<file path="config.mk">
export PLATFORM = sky130hd
export DESIGN_NAME = axi_lite_cmd_master
export DESIGN_NICKNAME = d
export VERILOG_FILES = /design/src/rtl/axi_lite_pkg.sv /design/src/rtl/axi_lite_timeout_ctr.sv /design/src/rtl/axi_lite_cmd_master.sv
export SDC_FILE = /design/constraint.sdc
export NUM_CORES = 1
export LEC_CHECK = 0
export BUFFER_PORTS_ARGS = -buffer_cell sky130_fd_sc_hd__buf_2
export CELL_PAD_IN_SITES_DETAIL_PLACEMENT = 1
export CELL_PAD_IN_SITES_GLOBAL_PLACEMENT = 1
export CORE_MARGIN = 5
export CORE_UTILIZATION = 36
export DETAILED_ROUTE_END_ITERATION = 12
export MAX_ROUTING_LAYER = met4
export PLACE_DENSITY = 0.95
export SYNTH_ARGS = -nofsm -noshare
export SYNTH_HDL_FRONTEND = slang
export SYNTH_SLANG_ARGS = --single-unit
</file>
<file path="constraint.sdc">
create_clock -name m00_axi_aclk -period 5.5 [get_ports m00_axi_aclk]
set_input_delay 1.1 -clock m00_axi_aclk [delete_from_list [all_inputs] [get_ports m00_axi_aclk]]
set_output_delay 1.1 -clock m00_axi_aclk [all_outputs]
set_load 0.01 [all_outputs]
</file>
<file path="src/rtl/axi_lite_pkg.sv">
// Shared AXI4-Lite constants and command-master FSM encoding.
// Pure declarations: no latency, no flow control.
package axi_lite_pkg;

    localparam logic [1:0] RESP_OKAY   = 2'b00;
    localparam logic [1:0] RESP_EXOKAY = 2'b01;
    localparam logic [1:0] RESP_SLVERR = 2'b10;
    localparam logic [1:0] RESP_DECERR = 2'b11;

    localparam logic [2:0] AXI_PROT_DEFAULT = 3'b000;

    typedef enum logic [2:0] {
        ST_IDLE  = 3'd0,
        ST_WR    = 3'd1,
        ST_WR_B  = 3'd2,
        ST_RD_AR = 3'd3,
        ST_RD_R  = 3'd4,
        ST_RSP   = 3'd5
    } state_e;

endpackage

</file>
<file path="src/rtl/axi_lite_timeout_ctr.sv">
// Per-transaction wait counter: cleared on command accept, counts while enabled.
// expired_o is combinational and rises in the cycle before the count reaches the limit.
module axi_lite_timeout_ctr #(
    parameter int unsigned C_TIMEOUT_CYCLES = 255
) (
    input  logic clk_i,
    input  logic rst_i,
    input  logic clear_i,
    input  logic enable_i,
    output logic expired_o
);

    localparam logic [15:0] LIMIT = 16'(C_TIMEOUT_CYCLES);
    localparam logic [15:0] LAST  = LIMIT - 16'd1;

    logic [15:0] cnt_q;
    logic [15:0] cnt_d;

    always_comb begin
        cnt_d = cnt_q;
        if (clear_i) begin
            cnt_d = '0;
        end else if (enable_i && (cnt_q != LIMIT)) begin
            cnt_d = cnt_q + 16'd1;
        end
    end

    always_ff @(posedge clk_i) begin
        if (rst_i) begin
            cnt_q <= '0;
        end else begin
            cnt_q <= cnt_d;
        end
    end

    // Flag one cycle early so the registered valids are already low when the count hits LIMIT.
    assign expired_o = enable_i && (cnt_q == LAST);

endmodule

</file>
<file path="src/rtl/axi_lite_cmd_master.sv">
// Single-outstanding command/response to AXI4-Lite master; 3-cycle zero-wait round trip.
// Holds rsp stable until rsp_ready; a hung slave is aborted by timeout and latches bus_fault.
module axi_lite_cmd_master
    import axi_lite_pkg::*;
#(
    parameter int C_M_AXI_DATA_WIDTH = 32,
    parameter int C_M_AXI_ADDR_WIDTH = 8,
    parameter int C_TIMEOUT_CYCLES   = 255
) (
    input  logic                              m00_axi_aclk,
    input  logic                              m00_axi_areset,
    input  logic                              cmd_valid,
    output logic                              cmd_ready,
    input  logic                              cmd_write,
    input  logic [C_M_AXI_ADDR_WIDTH-1:0]     cmd_addr,
    input  logic [C_M_AXI_DATA_WIDTH-1:0]     cmd_wdata,
    input  logic [C_M_AXI_DATA_WIDTH/8-1:0]   cmd_wstrb,
    output logic                              rsp_valid,
    input  logic                              rsp_ready,
    output logic [C_M_AXI_DATA_WIDTH-1:0]     rsp_rdata,
    output logic [1:0]                        rsp_resp,
    output logic                              rsp_timeout,
    output logic                              bus_fault,
    output logic [C_M_AXI_ADDR_WIDTH-1:0]     m00_axi_awaddr,
    output logic [2:0]                        m00_axi_awprot,
    output logic                              m00_axi_awvalid,
    input  logic                              m00_axi_awready,
    output logic [C_M_AXI_DATA_WIDTH-1:0]     m00_axi_wdata,
    output logic [C_M_AXI_DATA_WIDTH/8-1:0]   m00_axi_wstrb,
    output logic                              m00_axi_wvalid,
    input  logic                              m00_axi_wready,
    input  logic [1:0]                        m00_axi_bresp,
    input  logic                              m00_axi_bvalid,
    output logic                              m00_axi_bready,
    output logic [C_M_AXI_ADDR_WIDTH-1:0]     m00_axi_araddr,
    output logic [2:0]                        m00_axi_arprot,
    output logic                              m00_axi_arvalid,
    input  logic                              m00_axi_arready,
    input  logic [C_M_AXI_DATA_WIDTH-1:0]     m00_axi_rdata,
    input  logic [1:0]                        m00_axi_rresp,
    input  logic                              m00_axi_rvalid,
    output logic                              m00_axi_rready
);

    localparam int DW = C_M_AXI_DATA_WIDTH;
    localparam int AW = C_M_AXI_ADDR_WIDTH;
    localparam int SW = C_M_AXI_DATA_WIDTH / 8;

    state_e          state_q;
    logic [AW-1:0]   addr_q;
    logic [DW-1:0]   wdata_q;
    logic [SW-1:0]   wstrb_q;
    logic            awvalid_q, wvalid_q, bready_q, arvalid_q, rready_q;
    logic            cmd_ready_q, rsp_valid_q, rsp_timeout_q, bus_fault_q;
    logic [DW-1:0]   rsp_rdata_q;
    logic [1:0]      rsp_resp_q;

    logic accept, tmo_en, tmo_expired, tmo_fire;
    logic aw_hs, w_hs, b_hs, ar_hs, r_hs, aw_done, w_done;

    assign accept  = (state_q == ST_IDLE) && cmd_valid && cmd_ready_q;
    assign tmo_en  = (state_q == ST_WR) || (state_q == ST_WR_B) ||
                     (state_q == ST_RD_AR) || (state_q == ST_RD_R);
    assign aw_hs   = awvalid_q && m00_axi_awready;
    assign w_hs    = wvalid_q  && m00_axi_wready;
    assign b_hs    = bready_q  && m00_axi_bvalid;
    assign ar_hs   = arvalid_q && m00_axi_arready;
    assign r_hs    = rready_q  && m00_axi_rvalid;
    // In WR a phase is done once its valid has dropped or it handshakes this cycle.
    assign aw_done = !awvalid_q || aw_hs;
    assign w_done  = !wvalid_q  || w_hs;
    // A final B/R handshake landing on the expiry cycle completes normally.
    assign tmo_fire = tmo_expired && !b_hs && !r_hs;

    axi_lite_timeout_ctr #(
        .C_TIMEOUT_CYCLES (C_TIMEOUT_CYCLES)
    ) u_timeout_ctr (
        .clk_i     (m00_axi_aclk),
        .rst_i     (m00_axi_areset),
        .clear_i   (accept),
        .enable_i  (tmo_en),
        .expired_o (tmo_expired)
    );

    always_ff @(posedge m00_axi_aclk) begin
        if (m00_axi_areset) begin
            state_q       <= ST_IDLE;
            addr_q        <= '0;
            wdata_q       <= '0;
            wstrb_q       <= '0;
            awvalid_q     <= 1'b0;
            wvalid_q      <= 1'b0;
            bready_q      <= 1'b0;
            arvalid_q     <= 1'b0;
            rready_q      <= 1'b0;
            cmd_ready_q   <= 1'b0;
            rsp_valid_q   <= 1'b0;
            rsp_rdata_q   <= '0;
            rsp_resp_q    <= RESP_OKAY;
            rsp_timeout_q <= 1'b0;
            bus_fault_q   <= 1'b0;
        end else if (tmo_fire) begin
            awvalid_q     <= 1'b0;
            wvalid_q      <= 1'b0;
            bready_q      <= 1'b0;
            arvalid_q     <= 1'b0;
            rready_q      <= 1'b0;
            rsp_valid_q   <= 1'b1;
            rsp_rdata_q   <= '0;
            rsp_resp_q    <= RESP_SLVERR;
            rsp_timeout_q <= 1'b1;
            bus_fault_q   <= 1'b1;
            state_q       <= ST_RSP;
        end else begin
            case (state_q)
                ST_IDLE: begin
                    cmd_ready_q <= !bus_fault_q;
                    if (accept) begin
                        cmd_ready_q <= 1'b0;
                        addr_q      <= cmd_addr;
                        wdata_q     <= cmd_wdata;
                        wstrb_q     <= cmd_wstrb;
                        if (cmd_write) begin
                            awvalid_q <= 1'b1;
                            wvalid_q  <= 1'b1;
                            state_q   <= ST_WR;
                        end else begin
                            arvalid_q <= 1'b1;
                            state_q   <= ST_RD_AR;
                        end
                    end
                end
                ST_WR: begin
                    if (aw_hs) awvalid_q <= 1'b0;
                    if (w_hs)  wvalid_q  <= 1'b0;
                    if (aw_done && w_done) begin
                        bready_q <= 1'b1;
                        state_q  <= ST_WR_B;
                    end
                end
                ST_WR_B: begin
                    if (b_hs) begin
                        bready_q      <= 1'b0;
                        rsp_valid_q   <= 1'b1;
                        rsp_rdata_q   <= '0;
                        rsp_resp_q    <= m00_axi_bresp;
                        rsp_timeout_q <= 1'b0;
                        state_q       <= ST_RSP;
                    end
                end
                ST_RD_AR: begin
                    if (ar_hs) begin
                        arvalid_q <= 1'b0;
                        rready_q  <= 1'b1;
                        state_q   <= ST_RD_R;
                    end
                end
                ST_RD_R: begin
                    if (r_hs) begin
                        rready_q      <= 1'b0;
                        rsp_valid_q   <= 1'b1;
                        rsp_rdata_q   <= m00_axi_rdata;
                        rsp_resp_q    <= m00_axi_rresp;
                        rsp_timeout_q <= 1'b0;
                        state_q       <= ST_RSP;
                    end
                end
                ST_RSP: begin
                    if (rsp_ready) begin
                        rsp_valid_q <= 1'b0;
                        cmd_ready_q <= !bus_fault_q;
                        state_q     <= ST_IDLE;
                    end
                end
                default: state_q <= ST_IDLE;
            endcase
        end
    end

    assign cmd_ready       = cmd_ready_q;
    assign rsp_valid       = rsp_valid_q;
    assign rsp_rdata       = rsp_rdata_q;
    assign rsp_resp        = rsp_resp_q;
    assign rsp_timeout     = rsp_timeout_q;
    assign bus_fault       = bus_fault_q;
    assign m00_axi_awaddr  = addr_q;
    assign m00_axi_awprot  = AXI_PROT_DEFAULT;
    assign m00_axi_awvalid = awvalid_q;
    assign m00_axi_wdata   = wdata_q;
    assign m00_axi_wstrb   = wstrb_q;
    assign m00_axi_wvalid  = wvalid_q;
    assign m00_axi_bready  = bready_q;
    assign m00_axi_araddr  = addr_q;
    assign m00_axi_arprot  = AXI_PROT_DEFAULT;
    assign m00_axi_arvalid = arvalid_q;
    assign m00_axi_rready  = rready_q;

endmodule

</file>
## Word level (Yosys, flattened, before mapping)

Cells that the tools add are included.

| storage, ports and cells | value |
|---|---|
| bits in registers | 106 |
| output and inout bits | 101 |

| cells by class | value |
|---|---|
| add/sub/neg operators | 1 |
| eq/ne operators | 23 |
| mux-type cells | 42 |
| bitwise operators | 1 |
| reduce and logical (&&, ||, !) cells | 45 |

Operator list:

| cell | number |
|---|---|
| two-way mux 32 bit | 2 |
| case mux 32 bit (2 select lines) | 1 |
| two-way mux 3 bit | 7 |
| two-way mux 1 bit | 18 |
| != test 2 bit (second input constant) | 9 |
| case mux 3 bit (6 select lines) | 1 |
| AND reduction 3 bit | 6 |
| adder 16 x 1 -> 16 bit (second input constant) | 1 |
| == test 16 x 8 -> 1 bit (second input constant) | 1 |
| != test 16 x 8 -> 1 bit (second input constant) | 1 |
| AND reduction 4 bit | 4 |
| != test 3 bit (second input constant) | 5 |
| case mux 1 bit (2 select lines) | 7 |
| logical AND 1 bit | 12 |
| AND reduction 6 bit | 2 |
| nonzero test 2 bit | 6 |
| two-way mux 2 bit | 4 |
| == test 3 x 2 -> 1 bit (second input constant) | 2 |
| == test 3 bit (second input constant) | 2 |
| zero test 1 bit | 5 |
| logical OR 1 bit | 5 |
| case mux 2 bit (2 select lines) | 1 |
| nonzero test 4 bit | 1 |
| OR reduction 2 bit | 2 |
| other kinds (7) | 7 |

## Logic depth before layout (Yosys ltp)

Gate-level depths: netlist (run 1).

| depth | value |
|---|---|
| depth in word-level cells | 9 |
| depth in mapped cells | 9 |
| mapped depth without buffers | 7 |

## By module

Synthesis (run 1) repeated with hierarchy kept, for this count alone.

| unflattened totals | value |
|---|---|
| cell total of the unflattened synthesis | 544 |
| area, all modules | 4435.5 sq um |

By module, submodules not included:

| module | instances | cells each | area each (sq um) |
|---|---|---|---|
| axi_lite_cmd_master | 1 | 446 | 3607.2 |
| axi_lite_timeout_ctr | 1 | 98 | 828.3 |

## Least setup slack after synthesis (run 1)

Ideal clock, no wire load.

| path | value |
|---|---|
| kind | input port to flip-flop |
| start point | input m00_axi_bvalid |
| end point | register state_q[2] |
| library setup time | 132 ps |
| arrival time | 2080 ps |
| data required time | 5368 ps |
| setup slack | 3288 ps |
| cell stages on the path | 6 |
| cells stage by stage | nand2_1 > a31o_1 > a311oi_4 > o21ai_1 > a22oi_1 > a21oi_1 |

| on the way | value |
|---|---|
| word-level cells in the longest chain between the ends | 6 |
| elaborated cells on any way between the ends | 12 |

RTL lines:

| element | RTL line | RTL |
|---|---|---|
| from (decl) | axi_lite_cmd_master.sv:33 | `input logic m00_axi_bvalid,` |
| logical AND 1 bit (*) | axi_lite_cmd_master.sv:66 | `assign b_hs = bready_q && m00_axi_bvalid;` |
| zero test 1 bit | axi_lite_cmd_master.sv:73 | `assign tmo_fire = tmo_expired && !b_hs && !r_hs;` |
| logical AND 1 bit (2 in a row) | axi_lite_cmd_master.sv:73 |  |
| != test 3 x 2 -> 1 bit (no source line) / != test 3 bit (equally long branches) | -- |  |
| AND reduction 6 bit (no source line) | -- |  |
| to (signal assigned) | axi_lite_cmd_master.sv:87 | `state_q <= ST_IDLE;` |
| to (signal assigned) | axi_lite_cmd_master.sv:113 | `state_q <= ST_RSP;` |
| to (signal assigned) | axi_lite_cmd_master.sv:126 | `state_q <= ST_WR;` |
| to (decl) | axi_lite_cmd_master.sv:49 | `state_e state_q;` |

Mark *: on every way between the ends. The rest lies on a longest branch, timed or not.
A chain may end at the register's enable or synchronous reset.

## Final worst setup path (run 1)

| path | value |
|---|---|
| start point | input m00_axi_bvalid |
| end point | register rsp_rdata_q[18] (netlist: rsp_rdata[18]) |

| on the way | value |
|---|---|
| word-level cells in the longest chain between the ends | 5 |
| elaborated cells on any way between the ends | 7 |

RTL lines:

| element | RTL line | RTL |
|---|---|---|
| logical AND 1 bit (*) | axi_lite_cmd_master.sv:66 |  |
| zero test 1 bit | axi_lite_cmd_master.sv:73 |  |
| logical AND 1 bit (2 in a row) | axi_lite_cmd_master.sv:73 |  |
| OR reduction 2 bit (no source line) | -- |  |
| to (signal assigned) | axi_lite_cmd_master.sv:162 | `rsp_rdata_q <= m00_axi_rdata;` |
| to (decl) | axi_lite_cmd_master.sv:55 | `logic [DW-1:0] rsp_rdata_q;` |

Marked as above.

==> results.md, run 1 <==
* Nets at a little under 800
* Largest net degree at the start of global routing at 54
* Hold Crit Class: flop to flop
* Relative slew margins at 0.163
* Top cells by area, synth: dfxtp_1 49%, nand2_1 12%, a21oi_1 9.0%, nand3_1 4.4%, xor2_1 2.6%
* Final worst path period share at 0.489
* Clk sink count at 106
* Share of layout cells above drive strength 1 at 0.323
* Post-DRT Antenna Nets at 0
* Effective utilization at floorplan at 0.364
* Routability cong. at 0.788
* Initial antenna violation count at 0
* DR vias/cell at ~5.1
* Routed via count at between 4000 and 5000
* Global-route wire length before repair at about 22000 um
* Final Skew at between 0.01 and 0.015 ns
* Critical R2R Capture: rsp_rdata[18]
* Die Span Y at approximately 120 um
* Gr usage total at 0.195
* Top-area cell type share of the netlist area at 0.489
* DRC viols at 0
* Vias in the first global route at around 4400
* CP Class: input port to flop
* Worst vdd ir at roughly 0.00019 V
* Core area at 11900 um^2
* # diodes at 0
* Worst slew pin tran at about 1.3 ns
* Number of instances in the placed design at between 800 and 900
* CP required at a little under 6 ns
* Routed Wire Length at between 10000 and 15000 um
* Pwr/cell area at 377 nW/um^2
* Critical Path Sink Type: flop
* Worst-path fanout max at 34
* Grt total ovfl at 0
* Most frequent cell after synthesis: nand2_1
* Clock tree from TritonCTS: yes
* Unique cell type count in the Yosys netlist at slightly below 50
* Die area at 14300 um^2
* #FFs+latches synth at around 110
* Critical Path Start Type: input port
* CTS Buffer Depth at 2
* Final setup fails at 0
* Row cnt at 40
* Tmin final at about 2.7 ns
* Ys flop type: dfxtp_1
* Die extent in x at around 120 um
* Ys Warns at 0
* Worst-skew pair later-pin latency at 0.35 ns
* Syn Inst Count at 528
* RSZ-0062 raised after global routing: no
* Fin Setup TNS at 0 ns
* P_leak at roughly 2.4 nW
* End point of the critical path: rsp_rdata[18]
* CTS hold repair buffers at 0
* Reg2reg setup slack at ~2.9 ns
* Outcome: complete, no violations
* CTS Buf Count at 9
* Setup crit start: m00_axi_bvalid
* CTS resizes at 0
* Hold violation count in the final report at 0
* Area growth, synth to finish at 27.0%
* Avg WL per Cell at between 15 and 20 um
* Commonest cells in the netlist: 137 x nand2_1, 106 x dfxtp_1, 78 x a21oi_1
* Max H-tree Level at 3
* Cell Area, Synth at 4340 um^2
* Asr flop ratio synth at 0
* Post-synthesis sequential area ratio at 0.489
* IO buf count at roughly 180
* Clock transition at the registers of the reported paths at approximately 0.070 ns
* RR Startpoint: state_q[2]
* Initial drt markers at 182
* Worst Path Arrival at approximately 3.0 ns
* Max Freq at between 300 and 400 MHz
* Syn_area_per_cell at a little over 8 um^2
* Top cell type by total area after synthesis: dfxtp_1
* Final Max Slew Viols at 0
* Setup Fix Bufs, Post-CTS at 0
* Worst reg2reg path depth at 5
* DP HPWL at between 10000 and 15000 um
* Io pins at about 190
* DRT Pass-1 Iters at 4
* Number of flops mapped to enable cells by yosys at 0
* Post-Layout Cell Count at between 800 and 900
* Root Driver: clkbuf_16
* Maxcap violations at 0
==> cell usage in the layout (no fill, tap or decap), types with 5 or more instances in the layout <==
cell	Yosys	final
and3_1	5	5
nand2_1	137	137
nand3_1	38	38
nor2_1	27	26
buf_2	10	184
a21oi_1	78	78
conb_1	1	6
xor2_1	13	13
a21oi_2	10	10
nand4_1	8	8
dfxtp_1	106	106
clkbuf_16	0	9
==> routing by layer <==
| metal | GRT usage | share of wire | up-vias |
|---|---|---|---|
| met4 | 0.0608 | 0.014 | 0 |
| li1 | - | - | 2066 |
| met1 | 0.230 | 0.42 | 2005 |
| met2 | 0.325 | 0.50 | 148 |
| met5 | - | 0 | - |
| met3 | 0.0528 | 0.073 | 17 |
==> metrics by stage <==
step	hold WS, ns	instance area [um^2]	util	setup slack [ns]	power, mW
finish	0.452	5510	0.463	2.81	2.08
global route	0.472	5510	0.463	2.56	2.20
CTS	0.456	5510	0.463	2.80	2.10
detailed placement	0.446	5210	0.438	2.48	1.46
global placement	0.435	5210	0.438	2.68	1.42
floorplan	0.472	4360	-	3.29	1.27
==> final cells by class <==
class | instances | area, um^2
Timing Repair Buffer | 187 | 943
Tap cell | 147 | 184
Sequential cell | 106 | 2120
Clock inverter | 4 | 32.5
Inverter | 5 | 18.8
Clock buffer | 12 | 267
Multi-Input combinational cell | 373 | 1950
Fill cell | 1508 | 6400
==> worst max-delay path, stage by stage <==
cell	delay (ns)
buf_2	0.09
nand2_1	0.10
o22ai_1	0.24
and2_1	1.00
nand3_1	0.23
a21oi_2	0.20
==> kinds of logic after synthesis <==
group | share of synthesized area
xor+xnor | 0.0303
simple gates | 0.237
fa+ha+maj | 0.00577
buf+inv | 0.0689
compound gates | 0.163
other cells | 0.000864
mux | 0.00461
flops | 0.489
==> registers in the layout, summed over array words and instances, names as in the netlist, 2 cells and up <==
| signal | cells |
|---|---|
| m00_axi_wstrb | 4 |
| rsp_resp | 2 |
| m00_axi_wdata | 32 |
| state_q | 3 |
| m00_axi_araddr | 8 |
| rsp_rdata | 32 |
| u_timeout_ctr.cnt_q | 16 |
==> power by group <==
group,internal (mW),switching (mW),total [mW]
sequential,0.846,0.0739,0.919
clock,0.349,0.292,0.641
combinational,0.192,0.327,0.520
==> worst min-delay path by stage <==
| stage | startpoint | endpoint | depth (start not counted) |
|---|---|---|---|
| CTS | rsp_resp[1] | rsp_resp[1] | 2 |
| global route | m00_axi_wdata[6] | m00_axi_wdata[6] | 2 |
| floorplan | u_timeout_ctr.cnt_q[7] | u_timeout_ctr.cnt_q[7] | 2 |
| finish | rsp_rdata[28] | rsp_rdata[28] | 2 |
| global placement | rsp_rdata[28] | rsp_rdata[28] | 2 |
| detailed placement | rsp_resp[1] | rsp_resp[1] | 2 |
(Power assumes the default switching activity.)
==> run 2, diff against run 1 <==
--- a/config.mk
+++ b/config.mk
@@ -9,10 +9,10 @@
 export CELL_PAD_IN_SITES_DETAIL_PLACEMENT = 1
 export CELL_PAD_IN_SITES_GLOBAL_PLACEMENT = 1
 export CORE_MARGIN = 5
-export CORE_UTILIZATION = 36
+export CORE_UTILIZATION = 30
 export DETAILED_ROUTE_END_ITERATION = 12
 export MAX_ROUTING_LAYER = met4
-export PLACE_DENSITY = 0.95
+export PLACE_DENSITY = 0.86
 export SYNTH_ARGS = -nofsm -noshare
 export SYNTH_HDL_FRONTEND = slang
 export SYNTH_SLANG_ARGS = --single-unit
==> constraint.sdc (replaced) <==
create_clock -name m00_axi_aclk -period 2.3 [get_ports m00_axi_aclk]
set_input_delay 0.46 -clock m00_axi_aclk [delete_from_list [all_inputs] [get_ports m00_axi_aclk]]
set_output_delay 0.46 -clock m00_axi_aclk [all_outputs]
set_load 0.01 [all_outputs]
==> run 2 against run 1 <==
Global-route usage shrank 3.6 points. Largest power group unchanged. Clock skew shrank 0.0024 ns. Final area grew 3.1%. Routed wire length shrank 2.7%. Critical path depth is the same. Register-to-register slack lost 2.6 ns. Die area grew 18%. Clock power grew 150%. Sequential share of layout area shrank 1.2 points.
==> results.md, run 2 (same netlist as run 1, synthesis figures left out) <==
* CTS Buffer Depth at 2
* Worst-path fanout max at 15
* Critical Path Sink Type: flop
* Max H-tree Level at 3
* Die area at approximately 17000 um^2
* Initial antenna violation count at 0
* DR vias/cell at 4.77
* Pwr/cell area at 898 nW/um^2
* Row cnt at 44
* Avg WL per Cell at approximately 15 um
* Clock transition at the registers of the reported paths at about 0.08 ns
* Clock tree from TritonCTS: yes
* DP HPWL at approximately 9800 um
* Vias in the first global route at between 4000 and 5000
* RR Startpoint: u_timeout_ctr.cnt_q[8]
* # diodes at 0
* Post-route setup slack at approximately 0.30 ns
* CP Class: flop to flop
* Critical R2R Capture: m00_axi_wvalid
* DRC viols at 0
* Max Freq at around 500 MHz
* Hold Crit Class: input port to flop
* RSZ-0062 raised after global routing: no
* Die extent in x at between 100 and 150 um
* CTS Buf Count at 9
* CTS resizes at 0
* Setup Fix Bufs, Post-CTS at 0
* Most frequent cells in the layout: 184 x buf_2, 137 x nand2_1, 106 x dfxtp_1
* Routed Wire Length at 13300 um
* Worst Setup Slack post-DPL at 0.322 ns
* Share of layout cells above drive strength 1 at 0.331
* Root Driver: clkbuf_16
* Gr usage total at 0.159
* Routed via count at 4206
* Hold violation count in the final report at 0
* Met3 routed WL at around 1100 um
* Commonest non-fill, non-tap cell in the layout: buf_2
* Met2 wire len at about 6400 um
* Largest net degree at the start of global routing at 47
* Met1 Wirelength at approximately 5600 um
* Tmin final at between 2 and 2.5 ns
* Setup crit start: u_timeout_ctr.cnt_q[8]
* Io pins at about 190
* Post-DRT Antenna Nets at 0
* Critical Path Start Type: flop
* Clk sink count at about 110
* Top Layer Used: met4
* Worst reg2reg path depth at 6
* Area growth, synth to finish at 31.0%
* Grt total ovfl at 0
* P_leak at ~2.4 nW
* Global-route wire length before repair at 21000 um
* Worst-skew pair later-pin latency at approximately 0.35 ns
* Worst vdd ir at slightly below 0.0004 V
* Hold Crit Depth at 2
* Final Max Slew Viols at 0
* Reg2reg setup slack at 0.30 ns
* Final Skew at around 0.012 ns
* Nets at ~790
* Outcome: complete, no violations
* IO buf count at roughly 180
* Initial drt markers at 107
* Effective utilization at floorplan at 0.302
* Final setup fails at 0
* Routability cong. at 0.790
* Fin Setup TNS at 0 ns
* Final worst path period share at 0.870
* End point of the critical path: m00_axi_wvalid
* Maxcap violations at 0
* Core area at 14400 um^2
* Worst Path Arrival at ~2.2 ns
* Die Span Y at between 100 and 150 um
* CP required at 2.53 ns
* CTS hold repair buffers at 0
* DRT Pass-1 Iters at 4
-- run 2: final cells by class --
class                   instances  area [um^2]
multi-input cells             373         1950
clock inverters                 3         46.3
flip-flops and latches        106         2120
inverters                       5         18.8
clock buffers                  12          256
well taps                     184          230
fillers                      1809         8690
repair buffers                198         1060
-- run 2: worst min path at each step --
stage                                 startpoint                      to
after floorplan           u_timeout_ctr.cnt_q[7]  u_timeout_ctr.cnt_q[7]
after global placement             rsp_rdata[27]           rsp_rdata[27]
after detailed placement        m00_axi_wstrb[0]        m00_axi_wstrb[0]
after CTS                        m00_axi_awready         m00_axi_awvalid
after global routing             m00_axi_awready         m00_axi_awvalid
final                             m00_axi_wready          m00_axi_wvalid
-- run 2: metrics by stage --
step | util | std cells | power, mW | instance area (um^2) | hold slack [ns]
final | 0.396 | 881 | 5.10 | 5680 | 0.320
after floorplan | - | 533 | 3.03 | 4360 | 0.472
after CTS | 0.396 | 881 | 5.18 | 5680 | 0.306
after global placement | 0.374 | 866 | 3.53 | 5380 | 0.435
after global routing | 0.396 | 881 | 5.40 | 5680 | 0.322
after detailed placement | 0.374 | 866 | 3.57 | 5380 | 0.445
-- run 2: worst max-delay path: stages (launching register included) --
cell      delay, ns
dfxtp_1        0.33
nor4_1         0.38
nand3_1        0.20
or3_1          0.54
nand2b_4       0.14
buf_4          0.22
a311oi_1       0.07
-- run 2: power breakdown --
group | switching, mW | internal (mW) | leakage (nW)
Combinational | 0.836 | 0.531 | 1.43
Clock | 0.690 | 0.903 | 0.145
Sequential | 0.121 | 2.02 | 0.858
Total | 1.65 | 3.46 | 2.43
-- run 2: per-layer routing --
layer	GRT usage	vias to the layer above
met3	0.0544	16
met5	-	-
met1	0.185	1969
met4	0.0526	0
li1	-	2085
met2	0.257	136
